### config.mk
export PLATFORM = sky130hd
export DESIGN_NAME = load_store_unit
export DESIGN_NICKNAME = d
export VERILOG_FILES = /design/src/rtl/load_store_unit.sv
export SDC_FILE = /design/constraint.sdc
export NUM_CORES = 1
export LEC_CHECK = 0
export ABC_CLOCK_PERIOD_IN_PS = 1500
export BUFFER_PORTS_ARGS = -buffer_cell sky130_fd_sc_hd__buf_2
export CORE_MARGIN = 1.5
export CORE_UTILIZATION = 43
export DETAILED_ROUTE_END_ITERATION = 8
export HOLD_SLACK_MARGIN = 0.05
export PLACE_DENSITY = 0.76
export SYNTH_ARGS = -nofsm -noshare
export SYNTH_HDL_FRONTEND = slang
export SYNTH_SLANG_ARGS = --single-unit
### constraint.sdc
create_clock -name clk -period 1.5 [get_ports clk]
set_input_delay 0.075 -clock clk [delete_from_list [all_inputs] [get_ports clk]]
set_output_delay 0.075 -clock clk [all_outputs]
set_load 0.03 [all_outputs]
### src/rtl/load_store_unit.sv
// Data-memory access stage: latches a load/store from execute, runs one valid/ready
// transaction to data memory and returns the lane-extracted, extended load result.
module load_store_unit (
    input  logic        clk,
    input  logic        rst,
    input  logic        req_valid,
    input  logic        req_we,
    input  logic [2:0]  req_funct3,
    input  logic [31:0] req_addr,
    input  logic [31:0] req_wdata,
    output logic        busy,
    output logic        done,
    output logic        misalign,
    output logic [31:0] trim_out,
    output logic        mem_valid,
    input  logic        mem_ready,
    output logic        mem_we,
    output logic [31:0] mem_addr,
    output logic [3:0]  mem_wstrb,
    output logic [31:0] mem_wdata,
    input  logic        mem_rvalid,
    input  logic [31:0] mem_rdata
);

    typedef enum logic [1:0] {StIdle, StReq, StWait, StDone} state_e;

    state_e      state_q, state_d;
    logic        we_q, we_d;
    logic [2:0]  funct3_q, funct3_d;
    logic [1:0]  off_q, off_d;
    logic [31:0] addr_q, addr_d;
    logic [3:0]  wstrb_q, wstrb_d;
    logic [31:0] wdata_q, wdata_d;
    logic [31:0] trim_q, trim_d;
    logic        misalign_q, misalign_d;

    logic        req_legal;
    logic [3:0]  wstrb_new;
    logic [31:0] wdata_new;
    logic [31:0] rdata_shifted;
    logic [31:0] load_ext;

    // Encoding and alignment check for the request presented in IDLE.
    always_comb begin
        req_legal = 1'b0;
        if (req_we) begin
            case (req_funct3)
                3'b000:  req_legal = 1'b1;
                3'b001:  req_legal = ~req_addr[0];
                3'b010:  req_legal = (req_addr[1:0] == 2'b00);
                default: req_legal = 1'b0;
            endcase
        end else begin
            case (req_funct3)
                3'b000, 3'b100: req_legal = 1'b1;
                3'b001, 3'b101: req_legal = ~req_addr[0];
                3'b010:         req_legal = (req_addr[1:0] == 2'b00);
                default:        req_legal = 1'b0;
            endcase
        end
    end

    always_comb begin
        wstrb_new = 4'b1111;
        wdata_new = req_wdata;
        case (req_funct3[1:0])
            2'b00: begin
                wstrb_new = 4'b0001 << req_addr[1:0];
                wdata_new = {4{req_wdata[7:0]}};
            end
            2'b01: begin
                wstrb_new = 4'b0011 << req_addr[1:0];
                wdata_new = {2{req_wdata[15:0]}};
            end
            default: ;
        endcase
        if (!req_we) begin
            wstrb_new = 4'b0000;
        end
    end

    assign rdata_shifted = mem_rdata >> {off_q, 3'b000};

    always_comb begin
        case (funct3_q)
            3'b000:  load_ext = {{24{rdata_shifted[7]}}, rdata_shifted[7:0]};
            3'b001:  load_ext = {{16{rdata_shifted[15]}}, rdata_shifted[15:0]};
            3'b100:  load_ext = {24'h0, rdata_shifted[7:0]};
            3'b101:  load_ext = {16'h0, rdata_shifted[15:0]};
            default: load_ext = rdata_shifted;
        endcase
    end

    always_comb begin
        state_d    = state_q;
        we_d       = we_q;
        funct3_d   = funct3_q;
        off_d      = off_q;
        addr_d     = addr_q;
        wstrb_d    = wstrb_q;
        wdata_d    = wdata_q;
        trim_d     = trim_q;
        misalign_d = 1'b0;
        busy       = 1'b0;
        done       = 1'b0;
        case (state_q)
            StIdle: begin
                if (req_valid) begin
                    if (req_legal) begin
                        busy     = 1'b1;
                        we_d     = req_we;
                        funct3_d = req_funct3;
                        off_d    = req_addr[1:0];
                        addr_d   = {req_addr[31:2], 2'b00};
                        wstrb_d  = wstrb_new;
                        wdata_d  = wdata_new;
                        state_d  = StReq;
                    end else begin
                        misalign_d = 1'b1;
                    end
                end
            end
            StReq: begin
                busy = 1'b1;
                if (mem_ready) begin
                    state_d = we_q ? StDone : StWait;
                end
            end
            StWait: begin
                busy = 1'b1;
                if (mem_rvalid) begin
                    trim_d  = load_ext;
                    state_d = StDone;
                end
            end
            StDone: begin
                // The finished instruction is still on req_*, so it is not resampled here.
                done    = 1'b1;
                state_d = StIdle;
            end
            default: state_d = StIdle;
        endcase
    end

    always_ff @(posedge clk) begin
        if (rst) begin
            state_q    <= StIdle;
            we_q       <= 1'b0;
            funct3_q   <= 3'b000;
            off_q      <= 2'b00;
            addr_q     <= 32'h0;
            wstrb_q    <= 4'b0000;
            wdata_q    <= 32'h0;
            trim_q     <= 32'h0;
            misalign_q <= 1'b0;
        end else begin
            state_q    <= state_d;
            we_q       <= we_d;
            funct3_q   <= funct3_d;
            off_q      <= off_d;
            addr_q     <= addr_d;
            wstrb_q    <= wstrb_d;
            wdata_q    <= wdata_d;
            trim_q     <= trim_d;
            misalign_q <= misalign_d;
        end
    end

    assign mem_valid = (state_q == StReq);
    assign mem_we    = we_q;
    assign mem_addr  = addr_q;
    assign mem_wstrb = wstrb_q;
    assign mem_wdata = wdata_q;
    assign trim_out  = trim_q;
    assign misalign  = misalign_q;

endmodule
==> results of run 1 <==
## Yosys cell counts (all sizes together), types with 2 or more instances
cell type	instances	area share
nand2	139	0.11
a21oi	108	0.11
dfxtp	107	0.44
mux2i	42	0.087
o21ai	35	0.036
nor2	30	0.023
clkbuf	26	0.020
buf	25	0.027
a211oi	16	0.025
o211ai	11	0.017
mux2	8	0.019
o2bb2ai	7	0.013
inv	6	0.0047
ha	5	0.013
nand2b	5	0.0065
nor2b	5	0.0065
nor4	4	0.0052
a21o	2	0.0031
a221oi	2	0.0036
nor3	2	0.0031
## kinds of logic (layout without fill, tap and decap cells)
group                      count (synthesis)  in the layout  share of synthesized area
AOI/OAI and AO/OA                        185            185                      0.220
adders and majority gates                  5              5                     0.0130
buffers and inverters                     57            342                     0.0524
DFF                                      107            107                      0.444
muxes                                     51             51                      0.110
other                                      1              2                   0.000777
and+or+nand+nor                          189            189                      0.160
## worst max-delay path: stages, from the launching register on
cell	delay, ns
sky130_fd_sc_hd__dfxtp_2	0.34
sky130_fd_sc_hd__inv_2	0.09
sky130_fd_sc_hd__ha_4	0.16
sky130_fd_sc_hd__nand2_4	0.06
sky130_fd_sc_hd__a21oi_4	0.18
sky130_fd_sc_hd__buf_8	0.20
sky130_fd_sc_hd__clkbuf_16	0.18
sky130_fd_sc_hd__nor2_1	0.05
sky130_fd_sc_hd__a211oi_1	0.19
## final timing paths
| kind | to | slack [ns] | cells after the start | from |
|---|---|---|---|---|
| hold reg to reg | trim_out[7] | 0.46 | 2 | trim_out[7] |
| hold / removal | mem_wdata[15] | 0.05 | 3 | req_wdata[15] |
| setup / recovery | mem_wdata[18] | -0.06 | 8 | state_q[0] |
| setup reg to reg | mem_wdata[18] | -0.06 | 8 | state_q[0] |
## layout make-up
class                           count  area, sq um
Fill cell                         831         3370
Sequential cell                   107         2160
Timing Repair Buffer              320         2270
Clock inverter                      6         60.1
Inverter                            6         22.5
Tap cell                          140          175
Clock buffer                       10          128
Multi-Input combinational cell    432         2710
## sequential cells by signal, summed over array words and instances (netlist names)
register and cells:
state_q 2, off_q 2, misalign 1, mem_addr 30
mem_wdata 32, mem_wstrb 4, mem_we 1, funct3_q 3
trim_out 32
## metal layers
metal / wire, um / vias to the layer above / share of wire / track usage
li1: - / 2612 / - / -
met1: 6510 / 2589 / 0.36 / 0.294
met2: 9100 / 320 / 0.51 / 0.511
met3: 1670 / 65 / 0.093 / 0.0681
met4: 663 / 0 / 0.037 / 0.133
met5: 0 / - / 0 / 0
## timing repair
item / CTS / global route
resized for setup: 26 / 74
cloned: 2 / 8
pin swaps: 5 / 13
hold buffers: 54 / 0
endpoints found under the setup margin: 72 / 79
buffers inserted: 5 / 8
hold endpoints to repair: 60 / 0
## placed cells by master, fill, tap and decap left out, types with 4 or more instances in the layout
master	count
sky130_fd_sc_hd__buf_2	205
sky130_fd_sc_hd__nand2_1	138
sky130_fd_sc_hd__dfxtp_1	101
sky130_fd_sc_hd__a21oi_1	89
sky130_fd_sc_hd__dlygate4sd3_1	54
sky130_fd_sc_hd__mux2i_1	40
sky130_fd_sc_hd__buf_4	40
sky130_fd_sc_hd__nor2_1	28
sky130_fd_sc_hd__o21ai_1	20
sky130_fd_sc_hd__a21oi_2	18
sky130_fd_sc_hd__o21ai_0	14
sky130_fd_sc_hd__o211ai_1	11
sky130_fd_sc_hd__a211oi_1	10
sky130_fd_sc_hd__clkbuf_8	9
sky130_fd_sc_hd__mux2_2	8
sky130_fd_sc_hd__o2bb2ai_1	7
sky130_fd_sc_hd__a211oi_2	6
sky130_fd_sc_hd__clkbuf_16	6
sky130_fd_sc_hd__buf_6	6
sky130_fd_sc_hd__buf_12	5
sky130_fd_sc_hd__nor2b_1	4
## power by group
| part | switching [mW] | internal [mW] | total (mW) |
|---|---|---|---|
| Combinational | 2.03 | 1.50 | 3.52 |
| Clock | 1.09 | 0.644 | 1.73 |
| Sequential | 0.177 | 3.14 | 3.32 |
| Total | 3.29 | 5.28 | 8.57 |
==> impl_metrics.tcl, run 1 <==
set metrics [dict create \
    die-width_um 109 \
    critPathKind "flip-flop to flip-flop" \
    placement.io_buffers 207 \
    critPathLaunchType "flip-flop" \
    placed_cells_incl_taps 928 \
    synth_enable_flop_cells 0 \
    dr_total_vias 5586 \
    first_global_vias 5415 \
    power.density_cell_area_nw_per_um2 1140 \
    fin_hold_ws_ns 0.0457 \
    ys_seq_area_frac 0.444 \
    cp_max_fo 10 \
    drt_iter0_markers 438 \
    worst_ir_drop_vdd_mv 0.678 \
    leakage_dissipation_nw 3.33 \
    cts_tree "yes" \
    synth_area_per_cell_sq_um 8.11 \
    violated_checks "setup timing" \
    drt_first_pass_iters 5 \
    finalCriticalPeriod_ns 1.56 \
    finalWeightedCongestion 0.842 \
    async_sr_flop_fraction 0 \
    setup.worst_path.end_class "flip-flop" \
    effective_utilization_at_floorplan 0.443 \
    placementRows 38 \
    core-area_sq_um 10900 \
    grt_setup_unrepaired "yes" \
    grt_pass1_wl_um 25600 \
    hpwl_um 11000 \
    finalMaxSlewViolations 0 \
    setup_total_negative_slack_ns -0.319 \
    area_growth_pct 55.9 \
    dpl-instance-area_sq_um 6170 \
    setup_viol 18 \
    clock_path_buffers 2 \
    netlist-cell-type-count 34 \
    dpl_worst_slack_ns -0.187 \
    synth-seq-cells 107 \
    hold_path_class "input port to flip-flop" \
    crit_required_ns 1.78 \
    timing.fmax_mhz 643 \
    cp_data_arrival_time_ns 1.84 \
    fp.dieArea_sq_um 11900 \
    grt_start_max_net_pins 51 \
    gr-total-overflow 0 \
    finish.utilization 0.691 \
    detail_route.vias_per_cell 5.47 \
    final.setup_skew_ns 0.00784 \
    final_net_count 986 \
    track_usage 0.278 \
    syn_inst 595 \
    layout-drive-gt1-share 0.396 \
    clk_pin_slew_ns 0.11 \
    totalWireLength_um 17900 \
    yosys_synthesis_warning_count 0 \
    post-route-worst-setup-slack_ns -0.0555 \
    clk_latency_ns 0.37 \
    slew_headroom 0.645 \
    timing.max_cap.violations 0 \
    drc_errors 0 \
    outcome "complete, but fails checks" \
    num_antenna_cells 0 \
    numClockSinks 107 \
    avgRoutedWirePerCell_um 17.6 \
    hold_viol 0 \
    grt_antenna_before_repair 0 \
    mappedNetlistArea_sq_um 4820 \
    p_total_mw 8.57 \
    final_non_filler_cells 1021 \
    clock_tree.root_cell "sky130_fd_sc_hd__clkbuf_8" \
    finalInstanceArea_sq_um 7520 \
    finalCritPeriodShare 1.04 \
    timing_worst_slew_pin_value_ns 0.533 \
    tritoncts.num_buffers 9 \
    boundaryPins 210 \
    antenna_left 0 \
    postSynth.topFlopCell "sky130_fd_sc_hd__dfxtp_1" \
    fp.dieH_um 109 \
    cts-htree-levels 3 \
]
(Power assumes the default switching activity.)
==> run 2, diff against run 1 <==
Settings changed: SETUP_SLACK_MARGIN from default to 0.1.
==> run 2 against run 1 <==
  * The run still ends with setup timing left
  * Utilization rose by 2.8 points
  * Highest routed layer is now met5
  * Worst hold slack worse by 0.0048 ns
  * Sequential power about the same
  * Non-clock buffer count increased by 3
  * Clock skew is 0.0015 ns lower
  * Clock power increased by 6%
  * Register-to-register slack better by 0.04 ns
  * Wire length grew 0.78%
  * Via count grew 0.75%
  * Sequential cell count is the same
==> impl_metrics.tcl, run 2 (same netlist as run 1, synthesis figures left out) <==
set metrics [dict create \
    leakage_dissipation_nw 3.46 \
    timing.max_cap.violations 0 \
    worstReg2RegStart "state_q[0]" \
    gr-total-overflow 0 \
    commonest_non_fill_non_tap_cells_in_the_layout "204 x sky130_fd_sc_hd__buf_2, 124 x sky130_fd_sc_hd__nand2_1, 101 x sky130_fd_sc_hd__dfxtp_1" \
    cp_max_fo 3 \
    global_route.usage.met1 0.308 \
    finalCriticalPeriod_ns 1.59 \
    drt_iter0_markers 438 \
    die-width_um 109 \
    final.setup_skew_ns 0.00629 \
    hold_viol 0 \
    finalWeightedCongestion 0.869 \
    hpwl_um 10600 \
    finish.utilization 0.719 \
    finalCritPeriodShare 1.06 \
    combinationalPowerShare 0.417 \
    crit_required_ns 1.42 \
    effective_utilization_at_floorplan 0.443 \
    outcome "complete, but fails checks" \
    globalRoute.busiestLayer "met2" \
    first_global_vias 5336 \
    clk_latency_ns 0.37 \
    fp.dieH_um 109 \
    grt_setup_unrepaired "yes" \
    p_seq_frac 0.376 \
    min_path_cells 3 \
    dr_total_vias 5628 \
    grt_antenna_before_repair 2 \
    grt_start_max_net_pins 53 \
    critPathLaunchType "flip-flop" \
    placementRows 38 \
    drt_first_pass_iters 8 \
    track_usage 0.277 \
    drc_errors 0 \
    tritoncts.num_buffers 9 \
    grt_pass1_wl_um 25600 \
    most_common_cell_after_layout_fill_and_taps_aside "sky130_fd_sc_hd__buf_2" \
    timing.fmax_mhz 630 \
    clock_path_buffers 2 \
    launch_instance_of_the_worst_min_delay_path "req_valid" \
    worst_ir_drop_vdd_mv 0.667 \
    cp_data_arrival_time_ns 1.51 \
    timing.rr.end "mem_wdata[6]" \
    cellInternalPower_mw 5.54 \
    post-route-worst-setup-slack_ns -0.0872 \
    setup.worst_path.end_class "output pin" \
    numClockSinks 107 \
    reg2reg_depth 9 \
    final_non_filler_cells 1025 \
    area_of_the_multi_input_gates_sq_um 2900 \
    fp.dieArea_sq_um 11900 \
    avgRoutedWirePerCell_um 17.6 \
    grt_use_met2 0.485 \
    net_load_switching_power_mw 3.29 \
    cts_hold_buffers_added 58 \
    power.density_cell_area_nw_per_um2 1130 \
    setup.reg_to_reg.worst_slack_ns -0.02 \
    totalWireLength_um 18100 \
    n_fill_cell 781 \
    switching_share 0.373 \
    finalInstanceArea_sq_um 7830 \
    seq_area_sq_um 2160 \
    core-area_sq_um 10900 \
    slew_headroom 0.567 \
    placed_cells_incl_taps 925 \
    cts-htree-levels 3 \
    final_net_count 990 \
    use_met3 0.0783 \
    layout-drive-gt1-share 0.431 \
    hold_path_class "input port to flip-flop" \
    min_delay_worst_endpoint "misalign" \
    placement.io_buffers 207 \
    p_total_mw 8.84 \
    clk_pin_slew_ns 0.10 \
    timing_worst_slew_pin_value_ns 0.650 \
    setup_viol 12 \
    boundaryPins 210 \
    cts_tree "yes" \
    dpl-instance-area_sq_um 6170 \
    area_growth_pct 62.2 \
    antenna_left 0 \
    finalMaxSlewViolations 0 \
    num_antenna_cells 0 \
    proportion_of_power_drawn_by_the_clock_network 0.207 \
    critPathKind "flip-flop to output pin" \
    violated_checks "setup timing" \
    clock_tree.root_cell "sky130_fd_sc_hd__clkbuf_8" \
    detail_route.vias_per_cell 5.49 \
]
## run 2: cell count changes in the layout (fill, tap and decap cells not counted), sizes merged
cell and delta:
clkinvlp +4, buf -1, clkbuf +1, bufinv +1, clkinv -2, inv -3
dlygate4sd3 +4
## run 2: routing by layer
layer / share of wire / wire (um)
met5: 0.00083 / 15
met4: 0.033 / 595
met3: 0.091 / 1650
met2: 0.50 / 9070
met1: 0.37 / 6760
## run 2: stage by stage
stage                     hold slack (ns)  setup WS (ns)  TNS (ns)
after floorplan                     0.208        -0.0198   -0.0198
after global placement              0.317        -0.0761     -1.90
after detailed placement            0.324         -0.193     -9.02
after CTS                         0.00999        -0.0629    -0.834
after global routing               0.0296         -0.137     -2.07
final                              0.0409        -0.0872    -0.220
## run 2: area by class of cell
type,count,share of cell area
Clock buffer,11,0.0181
Clock inverter,5,0.00783
Inverter,6,0.00368
Multi-Input combinational cell,432,0.370
Sequential cell,107,0.276
Tap cell,140,0.0224
Timing Repair Buffer,323,0.301
Timing Repair inverter,1,0.000959
## run 2: power groups by stage
| stage | clock network, mW | registers, mW | logic [mW] |
|---|---|---|---|
| 6_report | 1.83 | 3.32 | 3.68 |
| 5_1_grt | 1.97 | 3.35 | 3.89 |
| 4_1_cts | 1.86 | 3.31 | 3.18 |
| 3_5_place_dp | 0 | 3.37 | 2.69 |
| 3_3_place_gp | 0 | 3.36 | 2.62 |
| 2_1_floorplan | 0 | 3.87 | 1.35 |
## run 2: repair_timing
action | 4_1_cts | 5_1_grt
gates resized for setup | 55 | 72
buffers inserted | 5 | 13
cloned | 2 | 8
endpoints found under the setup margin | 107 | 109
pin swaps | 9 | 38
endpoints found under the hold margin | 62 | 1
## run 2: how the worst max path moves through the flow
stage                        startpoint            to  slack (ns)  cells past startpoint
after floorplan           req_funct3[0]          busy       -0.02                      7
after global placement    req_funct3[0]  mem_wstrb[0]       -0.08                      6
after detailed placement       off_q[1]  trim_out[24]       -0.19                      5
after CTS                    state_q[0]          busy       -0.06                      8
after global routing         state_q[0]          busy       -0.14                      8
final                        state_q[0]          busy       -0.09                      8
## run 2: worst max-delay path: stages, from the launching register on
cell	delay (ns)
sky130_fd_sc_hd__dfxtp_2	0.35
sky130_fd_sc_hd__inv_4	0.07
sky130_fd_sc_hd__ha_4	0.15
sky130_fd_sc_hd__nand2_4	0.06
sky130_fd_sc_hd__a21oi_4	0.15
sky130_fd_sc_hd__buf_6	0.12
sky130_fd_sc_hd__nor2_4	0.03
sky130_fd_sc_hd__nor2_4	0.08
sky130_fd_sc_hd__buf_6	0.13
==> run 3, diff against run 2 <==
Settings changed: ABC_CLOCK_PERIOD_IN_PS 1500 to 1990, CORE_UTILIZATION 43 to 51, CTS_CLUSTER_DIAMETER from default to 50, PLACE_DENSITY 0.76 to 0.85.
Clock period 1.5 ns to 1.99 ns, I/O delays scaled along.
==> run 3 against run 2 <==
  * The flow now finishes without violations
  * Final cell count decreased by 7.9%
  * Sequential power decreased by 24%
  * Register-to-register slack improved by 0.26 ns
  * Cell area decreased by 15%
  * Via count decreased by 6.9%
  * Clock power decreased by 27%
  * Clock skew increased by 0.0052 ns
  * Count of clock-buffer cells in the layout decreased by 2
  * Setup slack improved by 0.30 ns
  * Utilization increased by 0.15 points
  * Non-clock buffer count decreased by 51
  * Global-route usage increased by 1.8 points
  * Critical path type unchanged
  * Critical endpoint unchanged
  * Largest cell class unchanged
==> impl_metrics.tcl, run 3 (same netlist as run 1, synthesis figures left out) <==
set metrics [dict create \
    boundaryPins 210 \
    finalCritPeriodShare 0.893 \
    placementRows 35 \
    m1_wire_length_um 5890 \
    finalInstanceArea_sq_um 6620 \
    core-area_sq_um 9200 \
    finish.utilization 0.720 \
    hold_path_class "input port to flip-flop" \
    dpl-instance-area_sq_um 5900 \
    num_antenna_cells 0 \
    worst_setup_path_startpoint "state_q[0]" \
    placement.io_buffers 207 \
    clk_latency_ns 0.37 \
    p_total_mw 5.87 \
    n_fill_cell 664 \
    first_global_vias 4932 \
    reg2reg_depth 5 \
    critical_path_s_most_frequent_cell "sky130_fd_sc_hd__nor2_1" \
    totalWireLength_um 15500 \
    routed-wl-met2_um 7810 \
    timing.fmax_mhz 563 \
    slew_headroom 0.441 \
    dpl_worst_slack_ns 0.0712 \
    final.setup_skew_ns 0.0115 \
    worst_ir_drop_vdd_mv 0.626 \
    dr_total_vias 5239 \
    setup.worst_path.end_class "output pin" \
    launch_instance_of_the_worst_min_delay_path "req_wdata[23]" \
    power.density_cell_area_nw_per_um2 886 \
    cpMaxStageDelayCell "sky130_fd_sc_hd__dfxtp_2" \
    min_path_cells 3 \
    hold_viol 0 \
    tritoncts.num_buffers 9 \
    clock_tree.root_cell "sky130_fd_sc_hd__clkbuf_8" \
    gr-total-overflow 0 \
    finalMaxSlewViolations 0 \
    grt_start_max_net_pins 83 \
    leakage_dissipation_nw 3.02 \
    setup_total_negative_slack_ns 0 \
    antenna_left 0 \
    effective_utilization_at_floorplan 0.525 \
    fp.dieH_um 100 \
    track_usage 0.295 \
    commonest_non_fill_non_tap_cells_in_the_layout "206 x sky130_fd_sc_hd__buf_2, 138 x sky130_fd_sc_hd__nand2_1, 107 x sky130_fd_sc_hd__a21oi_1" \
    layout-drive-gt1-share 0.318 \
    area_growth_pct 37.3 \
    timing_worst_slew_pin_value_ns 0.838 \
    cts-htree-levels 3 \
    final_net_count 938 \
    detail_route.vias_per_cell 5.55 \
    grt_setup_unrepaired "no" \
    critical-path-max-stage-delay_ns 0.36 \
    finalWeightedCongestion 0.938 \
    numClockSinks 107 \
    clk_pin_slew_ns 0.11 \
    drt_first_pass_iters 5 \
    setup_viol 0 \
    worstReg2RegStart "off_q[0]" \
    post-route-worst-setup-slack_ns 0.213 \
    top_delay_family_on_crit_path "buffers and inverters" \
    hpwl_um 10000 \
    wl_met3_um 1290 \
    die-width_um 100 \
    cp_data_arrival_time_ns 1.68 \
    topRoutingLayerUsed "met5" \
    cp_max_fo 8 \
    grt_antenna_before_repair 1 \
    setup.reg_to_reg.worst_slack_ns 0.24 \
    cts_tree "yes" \
    grt_pass1_wl_um 23500 \
    critPathLaunchType "flip-flop" \
    crit_required_ns 1.89 \
    crit_chain "inv_2, ha_4, nand2_2, a21oi_4, buf_6, nor2_1, nor2_1, buf_4" \
    path_buf_inv 3 \
    avgRoutedWirePerCell_um 16.5 \
    clock_path_buffers 2 \
    timing.rr.end "trim_out[12]" \
    timing.max_cap.violations 0 \
    outcome "completed" \
    min_delay_worst_endpoint "mem_wdata[23]" \
    fp.dieArea_sq_um 10100 \
    drt_iter0_markers 273 \
    critPathKind "flip-flop to output pin" \
    finalCriticalPeriod_ns 1.78 \
    most_common_cell_after_layout_fill_and_taps_aside "sky130_fd_sc_hd__buf_2" \
    drc_errors 0 \
]
run 3: changes by cell type in the layout (fill, tap and decap cells not counted), moves of 6 or more:
cell / change
sky130_fd_sc_hd__a21oi_1: +39
sky130_fd_sc_hd__a21oi_2: -38
sky130_fd_sc_hd__dlygate4sd3_1: -15
sky130_fd_sc_hd__nand2_1: +14
sky130_fd_sc_hd__buf_6: -13
sky130_fd_sc_hd__nand2_4: -12
sky130_fd_sc_hd__buf_4: -11
sky130_fd_sc_hd__buf_12: -6
sky130_fd_sc_hd__clkbuf_16: -6
run 3: layout make-up:
type | count | area (sq um) | area share
multi-input cells | 432 | 2450 | 0.370
flip-flops and latches | 107 | 2140 | 0.324
repair buffers | 272 | 1660 | 0.251
well taps | 111 | 139 | 0.0210
clock buffers | 9 | 124 | 0.0187
clock inverters | 7 | 80.1 | 0.0121
inverters | 6 | 22.5 | 0.00340
run 3: worst max-delay path by stage:
| stage | to | slack [ns] | cells after the start |
|---|---|---|---|
| CTS | busy | 0.04 | 8 |
| global route | busy | 0.09 | 8 |
| finish | busy | 0.21 | 8 |
| global placement | trim_out[22] | 0.20 | 4 |
| detailed placement | trim_out[24] | 0.07 | 4 |
| floorplan | busy | 0.10 | 7 |
run 3: where the power goes:
part	internal, mW	switching [mW]
Combinational	0.735	1.29
Sequential	2.37	0.140
Clock	0.503	0.839
run 3: worst min-delay path, delay by kind of cell:
kind                   cells  cell delay [ns]
AOI/OAI and AO/OA          1             0.08
muxes                      1             0.12
buffers and inverters      1             0.10
run 3: repair_timing:
action,4_1_cts,5_1_grt
setup endpoints to repair,18,20
pin swaps,1,0
buffers inserted,3,5
hold endpoints to repair,42,1
cloned,0,0
hold buffers,42,1
resized for setup,4,6
run 3: routing by layer:
layer	vias up	GRT usage
met1	2399	0.336
met5	-	0
met3	49	0.0759
li1	2516	-
met2	273	0.516
met4	2	0.138
run 3: through the flow:
stage | hold slack [ns] | instances
after floorplan | 0.235 | 596
after global placement | 0.340 | 877
after detailed placement | 0.345 | 877
after CTS | 0.0514 | 938
after global routing | 0.0661 | 944
final | 0.0604 | 944
